### src/rtl/sdram_arbiter_if.sv
// rtl/sdram_arbiter_if.sv - requester/controller bus shared through sdram_arbiter
interface sdram_arbiter_if #(
  parameter int NUM_PORTS  = 4,
  parameter int ADDR_WIDTH = 23,
  parameter int DATA_WIDTH = 32
);
  // requester side
  logic [NUM_PORTS-1:0]            req;
  logic [NUM_PORTS-1:0]            wr;
  logic [NUM_PORTS*ADDR_WIDTH-1:0] addr;
  logic [NUM_PORTS*DATA_WIDTH-1:0] din;
  logic [NUM_PORTS-1:0]            ack;
  logic [NUM_PORTS-1:0]            valid;
  logic [DATA_WIDTH-1:0]           dout;

  // SDRAM controller side
  logic                            ctrl_req;
  logic                            ctrl_wr;
  logic [ADDR_WIDTH-1:0]           ctrl_addr;
  logic [DATA_WIDTH-1:0]           ctrl_din;
  logic                            ctrl_ack;
  logic                            ctrl_valid;
  logic [DATA_WIDTH-1:0]           ctrl_dout;

  // arbiter view
  modport slave (
    input  req, wr, addr, din, ctrl_ack, ctrl_valid, ctrl_dout,
    output ack, valid, dout, ctrl_req, ctrl_wr, ctrl_addr, ctrl_din
  );

  // requesters plus controller view
  modport master (
    output req, wr, addr, din, ctrl_ack, ctrl_valid, ctrl_dout,
    input  ack, valid, dout, ctrl_req, ctrl_wr, ctrl_addr, ctrl_din
  );
endinterface

### src/rtl/sdram_arbiter.sv
// rtl/sdram_arbiter.sv - round-robin arbiter sharing one SDRAM controller port
module sdram_arbiter #(
  parameter int NUM_PORTS  = 4,
  parameter int ADDR_WIDTH = 23,
  parameter int DATA_WIDTH = 32
) (
  input  logic          clock,
  input  logic          reset,
  sdram_arbiter_if.slave bus
);

  localparam int IDX_W = (NUM_PORTS > 1) ? $clog2(NUM_PORTS) : 1;
  localparam logic [IDX_W-1:0] LAST_PORT = IDX_W'(NUM_PORTS - 1);

  typedef enum logic [1:0] {
    S_IDLE,
    S_REQ,
    S_READ_WAIT
  } state_t;

  state_t state, state_next;

  logic [IDX_W-1:0]      grant_q;
  logic [IDX_W-1:0]      last_q;
  logic                  ctrl_req_q;
  logic                  ctrl_wr_q;
  logic [ADDR_WIDTH-1:0] ctrl_addr_q;
  logic [DATA_WIDTH-1:0] ctrl_din_q;
  logic [DATA_WIDTH-1:0] dout_q;
  logic [NUM_PORTS-1:0]  ack_q;
  logic [NUM_PORTS-1:0]  valid_q;

  logic [NUM_PORTS-1:0]  eligible;
  logic                  found;
  logic [IDX_W-1:0]      winner;
  logic                  sel_wr;
  logic [ADDR_WIDTH-1:0] sel_addr;
  logic [DATA_WIDTH-1:0] sel_din;

  // Round-robin search: first eligible port after the last winner, wrapping;
  // the port being acked this cycle is masked so its held req is not re-granted.
  always_comb begin
    int cand;
    eligible = bus.req & ~ack_q;
    found    = 1'b0;
    winner   = '0;
    cand     = 0;
    for (int i = 1; i <= NUM_PORTS; i++) begin
      cand = (int'(last_q) + i) % NUM_PORTS;
      if (!found && eligible[IDX_W'(cand)]) begin
        found  = 1'b1;
        winner = IDX_W'(cand);
      end
    end
  end

  // Select the winning port's direction, address and write data.
  always_comb begin
    sel_wr   = 1'b0;
    sel_addr = '0;
    sel_din  = '0;
    for (int i = 0; i < NUM_PORTS; i++) begin
      if (winner == IDX_W'(i)) begin
        sel_wr   = bus.wr[i];
        sel_addr = bus.addr[i*ADDR_WIDTH +: ADDR_WIDTH];
        sel_din  = bus.din[i*DATA_WIDTH +: DATA_WIDTH];
      end
    end
  end

  // State register.
  always_ff @(posedge clock or posedge reset) begin
    if (reset) begin
      state <= S_IDLE;
    end else begin
      state <= state_next;
    end
  end

  // Next state: one outstanding transaction, no timeout.
  always_comb begin
    state_next = state;
    case (state)
      S_IDLE: begin
        if (found) begin
          state_next = S_REQ;
        end
      end
      S_REQ: begin
        if (bus.ctrl_ack) begin
          state_next = ctrl_wr_q ? S_IDLE : S_READ_WAIT;
        end
      end
      S_READ_WAIT: begin
        if (bus.ctrl_valid) begin
          state_next = S_IDLE;
        end
      end
      default: state_next = S_IDLE;
    endcase
  end

  // Registered outputs: latch the grant, drive the controller, route ack/data back.
  always_ff @(posedge clock or posedge reset) begin
    if (reset) begin
      grant_q     <= '0;
      last_q      <= LAST_PORT;
      ctrl_req_q  <= 1'b0;
      ctrl_wr_q   <= 1'b0;
      ctrl_addr_q <= '0;
      ctrl_din_q  <= '0;
      dout_q      <= '0;
      ack_q       <= '0;
      valid_q     <= '0;
    end else begin
      ack_q   <= '0;
      valid_q <= '0;
      case (state)
        S_IDLE: begin
          if (found) begin
            grant_q     <= winner;
            last_q      <= winner;
            ctrl_req_q  <= 1'b1;
            ctrl_wr_q   <= sel_wr;
            ctrl_addr_q <= sel_addr;
            ctrl_din_q  <= sel_din;
          end
        end
        S_REQ: begin
          if (bus.ctrl_ack) begin
            ctrl_req_q     <= 1'b0;
            ack_q[grant_q] <= 1'b1;
          end
        end
        S_READ_WAIT: begin
          if (bus.ctrl_valid) begin
            dout_q           <= bus.ctrl_dout;
            valid_q[grant_q] <= 1'b1;
          end
        end
        default: ;
      endcase
    end
  end

  assign bus.ack       = ack_q;
  assign bus.valid     = valid_q;
  assign bus.dout      = dout_q;
  assign bus.ctrl_req  = ctrl_req_q;
  assign bus.ctrl_wr   = ctrl_wr_q;
  assign bus.ctrl_addr = ctrl_addr_q;
  assign bus.ctrl_din  = ctrl_din_q;

endmodule
### src/flat_wrapper.sv
// flat-port wrapper written by rule: the top's interface ports become plain ports
module sdram_arbiter_flat 
#(
  parameter int NUM_PORTS  = 4,
  parameter int ADDR_WIDTH = 23,
  parameter int DATA_WIDTH = 32
)
  (clock, reset, bus_req, bus_wr, bus_addr, bus_din, bus_ctrl_ack, bus_ctrl_valid, bus_ctrl_dout, bus_ack, bus_valid, bus_dout, bus_ctrl_req, bus_ctrl_wr, bus_ctrl_addr, bus_ctrl_din);
  sdram_arbiter_if #(.NUM_PORTS(NUM_PORTS), .ADDR_WIDTH(ADDR_WIDTH), .DATA_WIDTH(DATA_WIDTH)) bus_i ();
  input  logic clock;
  input  logic reset;
  input wire logic [$bits(bus_i.req)-1:0] bus_req;
  input wire logic [$bits(bus_i.wr)-1:0] bus_wr;
  input wire logic [$bits(bus_i.addr)-1:0] bus_addr;
  input wire logic [$bits(bus_i.din)-1:0] bus_din;
  input wire logic [$bits(bus_i.ctrl_ack)-1:0] bus_ctrl_ack;
  input wire logic [$bits(bus_i.ctrl_valid)-1:0] bus_ctrl_valid;
  input wire logic [$bits(bus_i.ctrl_dout)-1:0] bus_ctrl_dout;
  output wire logic [$bits(bus_i.ack)-1:0] bus_ack;
  output wire logic [$bits(bus_i.valid)-1:0] bus_valid;
  output wire logic [$bits(bus_i.dout)-1:0] bus_dout;
  output wire logic [$bits(bus_i.ctrl_req)-1:0] bus_ctrl_req;
  output wire logic [$bits(bus_i.ctrl_wr)-1:0] bus_ctrl_wr;
  output wire logic [$bits(bus_i.ctrl_addr)-1:0] bus_ctrl_addr;
  output wire logic [$bits(bus_i.ctrl_din)-1:0] bus_ctrl_din;
  assign bus_i.req = bus_req;
  assign bus_i.wr = bus_wr;
  assign bus_i.addr = bus_addr;
  assign bus_i.din = bus_din;
  assign bus_i.ctrl_ack = bus_ctrl_ack;
  assign bus_i.ctrl_valid = bus_ctrl_valid;
  assign bus_i.ctrl_dout = bus_ctrl_dout;
  assign bus_ack = bus_i.ack;
  assign bus_valid = bus_i.valid;
  assign bus_dout = bus_i.dout;
  assign bus_ctrl_req = bus_i.ctrl_req;
  assign bus_ctrl_wr = bus_i.ctrl_wr;
  assign bus_ctrl_addr = bus_i.ctrl_addr;
  assign bus_ctrl_din = bus_i.ctrl_din;
  sdram_arbiter #(.NUM_PORTS(NUM_PORTS), .ADDR_WIDTH(ADDR_WIDTH), .DATA_WIDTH(DATA_WIDTH)) u_core (.clock(clock), .reset(reset), .bus(bus_i));
endmodule
### config.mk
export PLATFORM = sky130hd
export DESIGN_NAME = sdram_arbiter_flat
export DESIGN_NICKNAME = d
export VERILOG_FILES = /design/src/rtl/sdram_arbiter_if.sv /design/src/rtl/sdram_arbiter.sv /design/src/flat_wrapper.sv
export SDC_FILE = /design/constraint.sdc
export NUM_CORES = 1
export LEC_CHECK = 0
export BUFFER_PORTS_ARGS = -buffer_cell sky130_fd_sc_hd__buf_2
export CORE_AREA = 2 2 139 141
export CTS_BUF_LIST = sky130_fd_sc_hd__clkbuf_4
export DETAILED_ROUTE_END_ITERATION = 10
export DIE_AREA = 0 0 141 143
export GPL_ROUTABILITY_DRIVEN = 0
export SETUP_SLACK_MARGIN = 0.02
export SLEW_MARGIN = 5
export SYNTH_ARGS = -nofsm -noshare
export SYNTH_HDL_FRONTEND = slang
export SYNTH_SLANG_ARGS = --single-unit
### constraint.sdc
create_clock -name clock -period 6.5 [get_ports clock]
set_input_delay 0.975 -clock clock [delete_from_list [all_inputs] [get_ports clock]]
set_output_delay 0.975 -clock clock [all_outputs]
set_load 0.01 [all_outputs]
======== Word level (Yosys, flattened, before mapping) ========
Index checks and enable logic that the tools add are counted.
Widths: inputs -> output; s select.
word-level totals
  input bits .............................. 264
  output and inout bits ................... 97
  bits in registers ....................... 103
  logic and storage cells ................. 90
cells by class
  bitwise logic cells ..................... 2
  reductions and logical operators ........ 14
  $add $sub $neg .......................... 4
  equality and inequality tests ........... 8
  $lt $le $gt $ge ......................... 6
  mux-type cells .......................... 46
operator list
  kind                 count
  $mux 32              4
  $mux 23              4
  $mux 1               19
  $lt 2x4->1 const B   4
  $mux 2               8
  $mux 4               4
  $bmux 1 s2           4
  $eq 2x2->1 const B   3
  $pmux 2 s3           1
  $reduce_and 3->1     2
  $add 2x1->2 const B  2
  $add 2x2->2 const B  2
  $and 4x4->4          1
  $eq 2x1->1 const B   2
  $logic_and 1x1->1    4
  $logic_not 2->1      2
  $ne 2x2->1 const B   2
  $not 4->4            1
  $reduce_and 2->1     2
  $logic_not 1->1      3
  $lt 2x3->1 const B   1
  $demux 1 s2          1
  $ge 2x1->1 const B   1
  $ne 2x1->1 const B   1
  other kinds (2)      2

======== Logic depth before layout (Yosys ltp) ========
Gate-level depths: netlist of the first run.
  word-level depth ........................ 20
  mapped depth ............................ 8

======== Least setup slack after synthesis of the first run ========
No wires, ideal clock.
  path kind ............................... in2reg
  start ................................... in bus_req[0]
  end ..................................... reg u_core.ctrl_addr_q[11] (netlist: u_core.bus.ctrl_addr[11])
  cell stages on the path ................. 7
  arrival ................................. 1.994 ns
  path slack .............................. 4.376 ns
  library setup time ...................... 0.130 ns
  buffers on the path ..................... 2
  data required time ...................... 6.370 ns
  cells stage by stage .................... nor2b_1 -> o221ai_1 -> and3_4 -> buf_8 -> buf_6 -> a21oi_2 -> a31oi_1
on the way
  cells in the longest elaborated chain, start to end .. 19
RTL lines
  element                                     line                  RTL
  from (decl)                                 flat_wrapper.sv:12    input wire logic [$bits(bus_i.req)-1:0] bus_req;
  $and 4x4->4 (*)                             sdram_arbiter.sv:44   eligible = bus.req & ~ack_q;
  $bmux 1 s2                                  sdram_arbiter.sv:50   if (!found && eligible[IDX_W'(cand)]) begin
  $mux 1 (not written as such) (2 in series)  sdram_arbiter.sv:50
  $mux 1                                      sdram_arbiter.sv:50
  $logic_not 1->1                             sdram_arbiter.sv:50
  $logic_and 1x1->1                           sdram_arbiter.sv:50
  $mux 1                                      sdram_arbiter.sv:50
  $logic_not 1->1                             sdram_arbiter.sv:50
  $logic_and 1x1->1                           sdram_arbiter.sv:50
  $mux 1                                      sdram_arbiter.sv:50
  $logic_not 1->1                             sdram_arbiter.sv:50
  $logic_and 1x1->1                           sdram_arbiter.sv:50
  $mux 2                                      sdram_arbiter.sv:50
  $logic_not 2->1                             sdram_arbiter.sv:63   if (winner == IDX_W'(i)) begin
  $mux 23 (4 in series)                       sdram_arbiter.sv:63
  to (signal assigned)                        sdram_arbiter.sv:125  ctrl_addr_q <= sel_addr;
  to (decl)                                   sdram_arbiter.sv:27   logic [ADDR_WIDTH-1:0] ctrl_addr_q;
Mark *: on every way between the ends. The rest lies on a longest branch, timed or not. The select of a mux whose other input is x is not followed.
A chain may end at the register's enable or synchronous reset.

======== Worst setup path in the final report of the first run ========
  start ................................... in bus_req[1]
  end ..................................... reg u_core.ctrl_addr_q[15] (netlist: u_core.bus.ctrl_addr[15])
The elaborated chain is that of the path after synthesis.

==> results.toml, run 1 <==
[synthesis]
synthCells = 529
syn_nets = 793
syn_avg_cell_area_um2 = 10.1
ys_types = 42
ys_seq_area_share_pct = 48.1
synthTopCellsByCount = "101 x dfrtp_1, 70 x nor2_1, 53 x a22oi_1, 53 x a31oi_1, 45 x o21ai_0"
dominantRegCellSynth = "dfrtp_1"
synth.most_common_cell = "dfrtp_1"
synth-edff-count = 0
async_flop_share_pct = 100
ys_warn_count = 0
synth_area_leader_cell = "dfrtp_1"
ys_ff_latch = 103
synth_area_leaders = "dfrtp_1 47%, a22oi_1 7.4%, a21oi_2 6.9%"
syn_area_mm2 = 0.00536
netlist.area_leader.share_pct = 47.2

[cts]
cts_resized = 0
cts_htree_levels = 3
holdBufCountCts = 0
insertion_delay_ns = 0.49
numCtsBuffers = 9
clock_path_buffers = 2
path_clk_slew_ns = 0.17
cts_setup_buffers = 0
cts.sinks = 103
cts_tree = "built"
cts_root_buffer = "clkbuf_4"

[sta]
setup_violations = 0
fmax_ghz = 0.373
setup_tns_ns = 0
rsz0062_at_grt = "false"
skew_ns = 0.0374
maxSlewViolCount = 0
hold_viol = 0
finalCriticalPeriod_ns = 2.68
max_slew_margin_pct = 26.3
tightest_slew_ns = 1.10
fin_crit_sh_pct = 41.2

[die]
fp.dieW_um = 141
die_h_um = 143
ios = 361
die_area_mm2 = 0.0202
start_util_pct = 28.8
std_cell_rows = 50
core_mm2 = 0.0186

[setup_path]
cp_num_buf_inv = 2
cp_slowest_cell = "a21oi_4"
crit_fanout = 28
cp.arrival_ns = 3.08
cp-start-kind = "input pin"
path_class = "in2reg"
crit_path_end_kind = "flip-flop"
required_ns = 6.90
cp_cell_sequence = "buf_2 -> nor2b_2 -> o21ai_1 -> a21oi_4 -> buf_4 -> a22oi_1 -> a31oi_1"
crit_start = "bus_req[1]"
critPathTopFamily = "compound AO/OA/AOI/OAI gates"
reg2reg_from = "u_core.bus.ack[1]"
max_stage_delay_ns = 0.67

[global_route]
grt.total_usage_pct = 19.1
antenna_found_initial = 1
overflow = 0
grt_pass1_wl_mm = 29.6
grt_pass1_vias = 5457
grt_max_degree = 60

[power]
p_leak_uw = 0.00350
vdd_drop_max_mv = 0.183
powerDensity_mw_per_mm2 = 433

[routing]
vias = 5624
drcViolationCount = 0
routed_wl_mm = 20.4
dr.pass1.iters = 5
routed_via_density = 5.11
avgRoutedWirePerCell_um = 18.5
first_iter_violations = 266
ant_nets = 0

[final_layout]
num-fill-cells = 1905
final_cell_area_mm2 = 0.00740
syn_to_final_growth_pct = 38.1
final_cells = 1101
final_layout_size_suffix_gt1_share_pct = 54.3
nNetsFinal = 1125

[worst_hold_path]
hold_class = "reg2reg"
hp-start = "u_core.bus.dout[13]"

[placed_design]
place_area_mm2 = 0.00726
placed_cells = 1084
port_buffers = 360
dpl.hpwl_mm = 14.8

[job]
drv_cap = 0

[outcome]
status = "complete, no violations"
## registers in the layout (all words and copies together), names as in the netlist
name / cells
u_core.last_q: 2
u_core.state: 2
u_core.bus.ack: 4
u_core.bus.ctrl_din: 32
u_core.bus.ctrl_wr: 1
u_core.bus.ctrl_req: 1
u_core.bus.dout: 32
u_core.bus.ctrl_addr: 23
u_core.bus.valid: 4
u_core.grant_q: 2
## metal layers
metal  vias to the layer above  wire length (µm)  part of all wire [%]  GRT usage [%]
met4                         0               492                   2.4           7.89
met5                         -                 0                     0              0
met3                        32              1420                   6.9           3.42
met1                      2669              8190                    40           22.6
met2                       284             10300                    51           34.1
li1                       2639                 -                     -              -
## worst register-to-register path: cells and delay by family, from the launching register on
| kind | cells | cell delay, ns |
|---|---|---|
| flops | 1 | 0.48 |
| simple gates | 1 | 0.30 |
| compound gates | 4 | 1.22 |
| buf+inv | 1 | 0.48 |
## cell usage in the layout, fill, tap and decap left out, types with 2 or more instances in the layout
master / count
clkbuf_4: 9
nand3_1: 2
a21oi_2: 41
clkinv_8: 2
nor2b_1: 2
mux2i_1: 3
nand2_1: 8
a221oi_1: 3
o21ai_1: 10
a22oi_1: 53
a21boi_0: 6
a21oi_1: 18
inv_6: 2
a21oi_4: 2
nand3b_1: 2
dfrtp_1: 101
buf_2: 360
o21ai_0: 45
a31oi_1: 53
dfstp_2: 2
o221ai_1: 3
a211oi_1: 2
nor3_1: 2
nand2b_1: 6
nor2_1: 70
mux2_2: 32
buf_4: 7
## logic make-up after synthesis
| logic type | share of synthesized area (%) |
|---|---|
| compound gates | 30.6 |
| buf+inv | 5.18 |
| flops | 48.1 |
| mux | 7.28 |
| simple gates | 8.83 |
## cell type report
type / instances / area, µm² / area share, %
antenna: 1 / 2.50 / 0.0338
clock buffer: 9 / 67.6 / 0.913
inverter: 1 / 6.26 / 0.0845
multi-input combinational: 379 / 2520 / 34.1
tap: 234 / 293 / 3.96
sequential: 103 / 2580 / 34.9
timing repair buffer: 367 / 1850 / 25.1
clock inverter: 7 / 75.1 / 1.01
## power by group
part	internal (µW)	switching [µW]	total (µW)
sequential	951	189	1140
clock	90.7	256	346
combinational	706	1010	1720
total	1750	1460	3200
## worst paths after layout
kind	slack [ns]	end	depth (start not counted)
setup / recovery	3.82	u_core.bus.ctrl_addr[15]	7
hold / removal	0.52	u_core.bus.dout[13]	1
setup reg to reg	3.93	u_core.bus.ctrl_addr[15]	6
hold reg to reg	0.52	u_core.bus.dout[13]	1
max in group asynchronous	4.73	u_core.bus.dout[13]	3
min in group asynchronous	0.55	u_core.bus.dout[18]	2
## metrics by stage
step	hold slack [ns]	worst slack, ns	power, µW	util, %
final	0.518	3.82	3200	39.8
after global placement	0.476	3.40	2870	39.1
after detailed placement	0.481	3.32	2900	39.1
after floorplan	0.478	2.82	2260	-
after global routing	0.536	3.72	3450	39.8
after CTS	0.523	3.88	3250	39.8
No activity file was read; power rests on OpenSTA's default activity.
==> run 2, diff against run 1 <==
- ABC_AREA: default -> 1
- CORE_AREA: 2 2 139 141 -> 2 2 142 144
- DIE_AREA: 0 0 141 143 -> 0 0 144 146
- clock period: 6.5 -> 2.65 ns (I/O delays scaled with it)
==> run 2 against run 1 <==
  * Critical path depth grew 6
  * Clock skew down 0.012 ns
  * Clock power rose to 2.6 times the previous value
  * Cell count grew 31%
  * Synthesized area grew 12%
  * Flip-flop and latch count unchanged
  * Die area up 4.3%
  * Largest power group unchanged
==> results.toml, run 2 <==
[global_route]
grt.total_usage_pct = 19.8
grt_max_degree = 92
grt_pass1_wl_mm = 32.8
overflow = 0
use_met2_pct = 33.7
gr-usage-met1_pct = 23.5
antenna_found_initial = 3
top_usage_layer = "met2"
gr-usage-met3_pct = 5.40
grt_pass1_vias = 6552

[power]
power_switching_uw = 6570
p_leak_uw = 0.00486
swShare_pct = 53.3
powerDensity_mw_per_mm2 = 1480
seq_power_share_pct = 22.5
vdd_drop_max_mv = 0.716
clock_power_share_pct = 7.4
intPower_uw = 5760
pwr-share-comb_pct = 70.2

[cts]
cts_root_buffer = "clkbuf_4"
cts_htree_levels = 3
numCtsBuffers = 9
clock_path_buffers = 2
cts_tree = "built"
path_clk_slew_ns = 0.18
insertion_delay_ns = 0.47
cts.sinks = 103

[synthesis]
netlist.area_leader.share_pct = 42.0
dominantRegCellSynth = "dfrtp_1"
synthTopCellsByCount = "270 x nand2_1, 135 x nand3_1, 101 x dfrtp_1"
async_flop_share_pct = 100
ys_ff_latch = 103
ys_seq_area_share_pct = 42.8
synth-edff-count = 0
ys_types = 29
synth_area_leader_cell = "dfrtp_1"
ys_warn_count = 0
synth.most_common_cell = "nand2_1"
syn_avg_cell_area_um2 = 7.27
syn_nets = 1093
syn_area_mm2 = 0.00602
synth_area_leaders = "dfrtp_1 42%, nand2_1 17%, nand3_1 11%"
synthCells = 829

[die]
ios = 361
die_area_mm2 = 0.0210
core_mm2 = 0.0193
start_util_pct = 31.2
std_cell_rows = 51
fp.dieW_um = 144
die_h_um = 146

[setup_path]
max_stage_delay_ns = 0.67
cp_cell_sequence = "nand3_1 -> nand2_1 -> nand2_1 -> nand2_1 -> nand3_1 -> nand3_1 -> nand2_2 -> nor2_4 -> buf_12 -> nand2_1 -> nand3_1 -> nand2_1 -> nand2_1"
crit_path_end_kind = "flip-flop"
crit_end = "u_core.bus.ctrl_din[25]"
ff2ff_path_depth = 13
r2r_slack_ns = 0.26
required_ns = 3.07
cp.arrival_ns = 2.81
cp_slowest_cell = "dfstp_2"
crit_start = "u_core.last_q[0]"
reg2reg_from = "u_core.last_q[0]"
cp-start-kind = "flip-flop"
path_class = "reg2reg"
r2r_end = "u_core.bus.ctrl_din[25]"
path_common_cell = "nand2_1"
crit_fanout = 46

[final_layout]
final_cell_mix = "360 x buf_2, 269 x nand2_1, 135 x nand3_1"
final_layout_size_suffix_gt1_share_pct = 38.2
final_core_util_pct = 43.0
nNetsFinal = 1432
regArea_mm2 = 0.00258
syn_to_final_growth_pct = 37.9
num-fill-cells = 2060
multiInputGateArea_mm2 = 0.00282
final_common_cell = "buf_2"

[placed_design]
port_buffers = 360
dpl.hpwl_mm = 16.1

[sta]
fmax_ghz = 0.418
finalCriticalPeriod_ns = 2.39
rsz0062_at_grt = "false"
tightest_slew_ns = 0.486
setup_violations = 0
skew_ns = 0.0252
fin_crit_sh_pct = 90.2
maxSlewViolCount = 0
hold_viol = 0
max_slew_margin_pct = 67.6
setup_tns_ns = 0

[routing]
vias = 6665
dr.pass1.iters = 4
first_iter_violations = 268
routed_via_density = 4.63
avgRoutedWirePerCell_um = 15.0
ant_nets = 0
routed_wl_mm = 21.6
drcViolationCount = 0

[job]
drv_cap = 0

[outcome]
status = "complete, no violations"

[worst_hold_path]
hold_class = "in2reg"
run 2: cell types whose count changed in the layout (fill, tap and decap cells not counted), moves of 6 or more:
cell	before	now
nand2_1	8	269
nand3_1	2	135
inv_1	0	92
nor2_1	70	12
a22oi_1	53	0
a31oi_1	53	0
o21ai_1	10	60
a21oi_2	41	0
a21oi_1	18	1
buf_12	0	7
a21boi_0	6	0
nand2_2	0	6
nand2b_1	6	0
run 2: worst max-delay path, delay by kind of cell, from the launching register on:
family        cells  cell delay, ns
buf+inv           1            0.25
flops             1            0.67
simple gates     12            1.39
run 2: power by group through the flow:
stage	Clock (µW)	Combinational [µW]	Sequential [µW]
after floorplan	0	5570	3080
after CTS	972	8750	2780
final	906	8650	2770
after detailed placement	0	8760	2790
after global routing	1010	9760	2860
after global placement	0	8640	2790
run 2: cell families (layout without fill, tap and decap cells):
logic type	Yosys count	in the layout	synth area share, %
and+or+nand+nor	437	437	31.3
buffers and inverters	148	492	10.4
DFF	103	103	42.8
muxes	32	32	5.98
AOI/OAI and AO/OA	109	109	9.43
other	0	2	0
run 2: layout make-up:
class | count | area share (%)
inverter | 98 | 4.53
sequential | 103 | 31.1
antenna | 2 | 0.0602
clock buffer | 9 | 0.813
tap | 265 | 3.99
clock inverter | 7 | 1.07
multi-input combinational | 578 | 34.0
timing repair buffer | 378 | 24.5
run 2: what timing repair did:
action | CTS | global route
gates resized for setup | 0 | 6
setup buffers | 0 | 1
endpoints found under the hold margin | 12 | 0
hold buffers | 1 | 0
setup endpoints to repair | 0 | 19
run 2: stage by stage:
step / cells / area (µm²) / hold WS [ns] / total power (µW) / setup slack (ns)
global placement: 1420 / 8120 / 0.379 / 11400 / 0.235
global route: 1440 / 8310 / 0.0754 / 13600 / 0.0392
detailed placement: 1420 / 8120 / 0.377 / 11600 / 0.144
floorplan: 829 / 6030 / 0.501 / 8650 / 0.603
CTS: 1437 / 8290 / 0.0574 / 12500 / 0.102
finish: 1440 / 8310 / 0.117 / 12300 / 0.260
run 2: metal layers:
metal	part of all wire, %	up-vias	wire, µm
met4	2.7	2	573
met2	48	321	10400
li1	-	3338	-
met3	9.0	41	1950
met1	40	2963	8680
met5	0.079	-	17
run 2: worst min-delay path by stage:
stage | from | endpoint | slack, ns | cells after the start
after floorplan | bus_ctrl_valid | u_core.state[1] | 0.50 | 1
after global placement | reset | u_core.bus.dout[10] | 0.38 | 2
after detailed placement | reset | u_core.bus.dout[10] | 0.38 | 2
final | bus_ctrl_valid | u_core.state[1] | 0.12 | 2
after CTS | bus_ctrl_valid | u_core.state[1] | 0.06 | 2
after global routing | bus_ctrl_valid | u_core.state[1] | 0.08 | 2
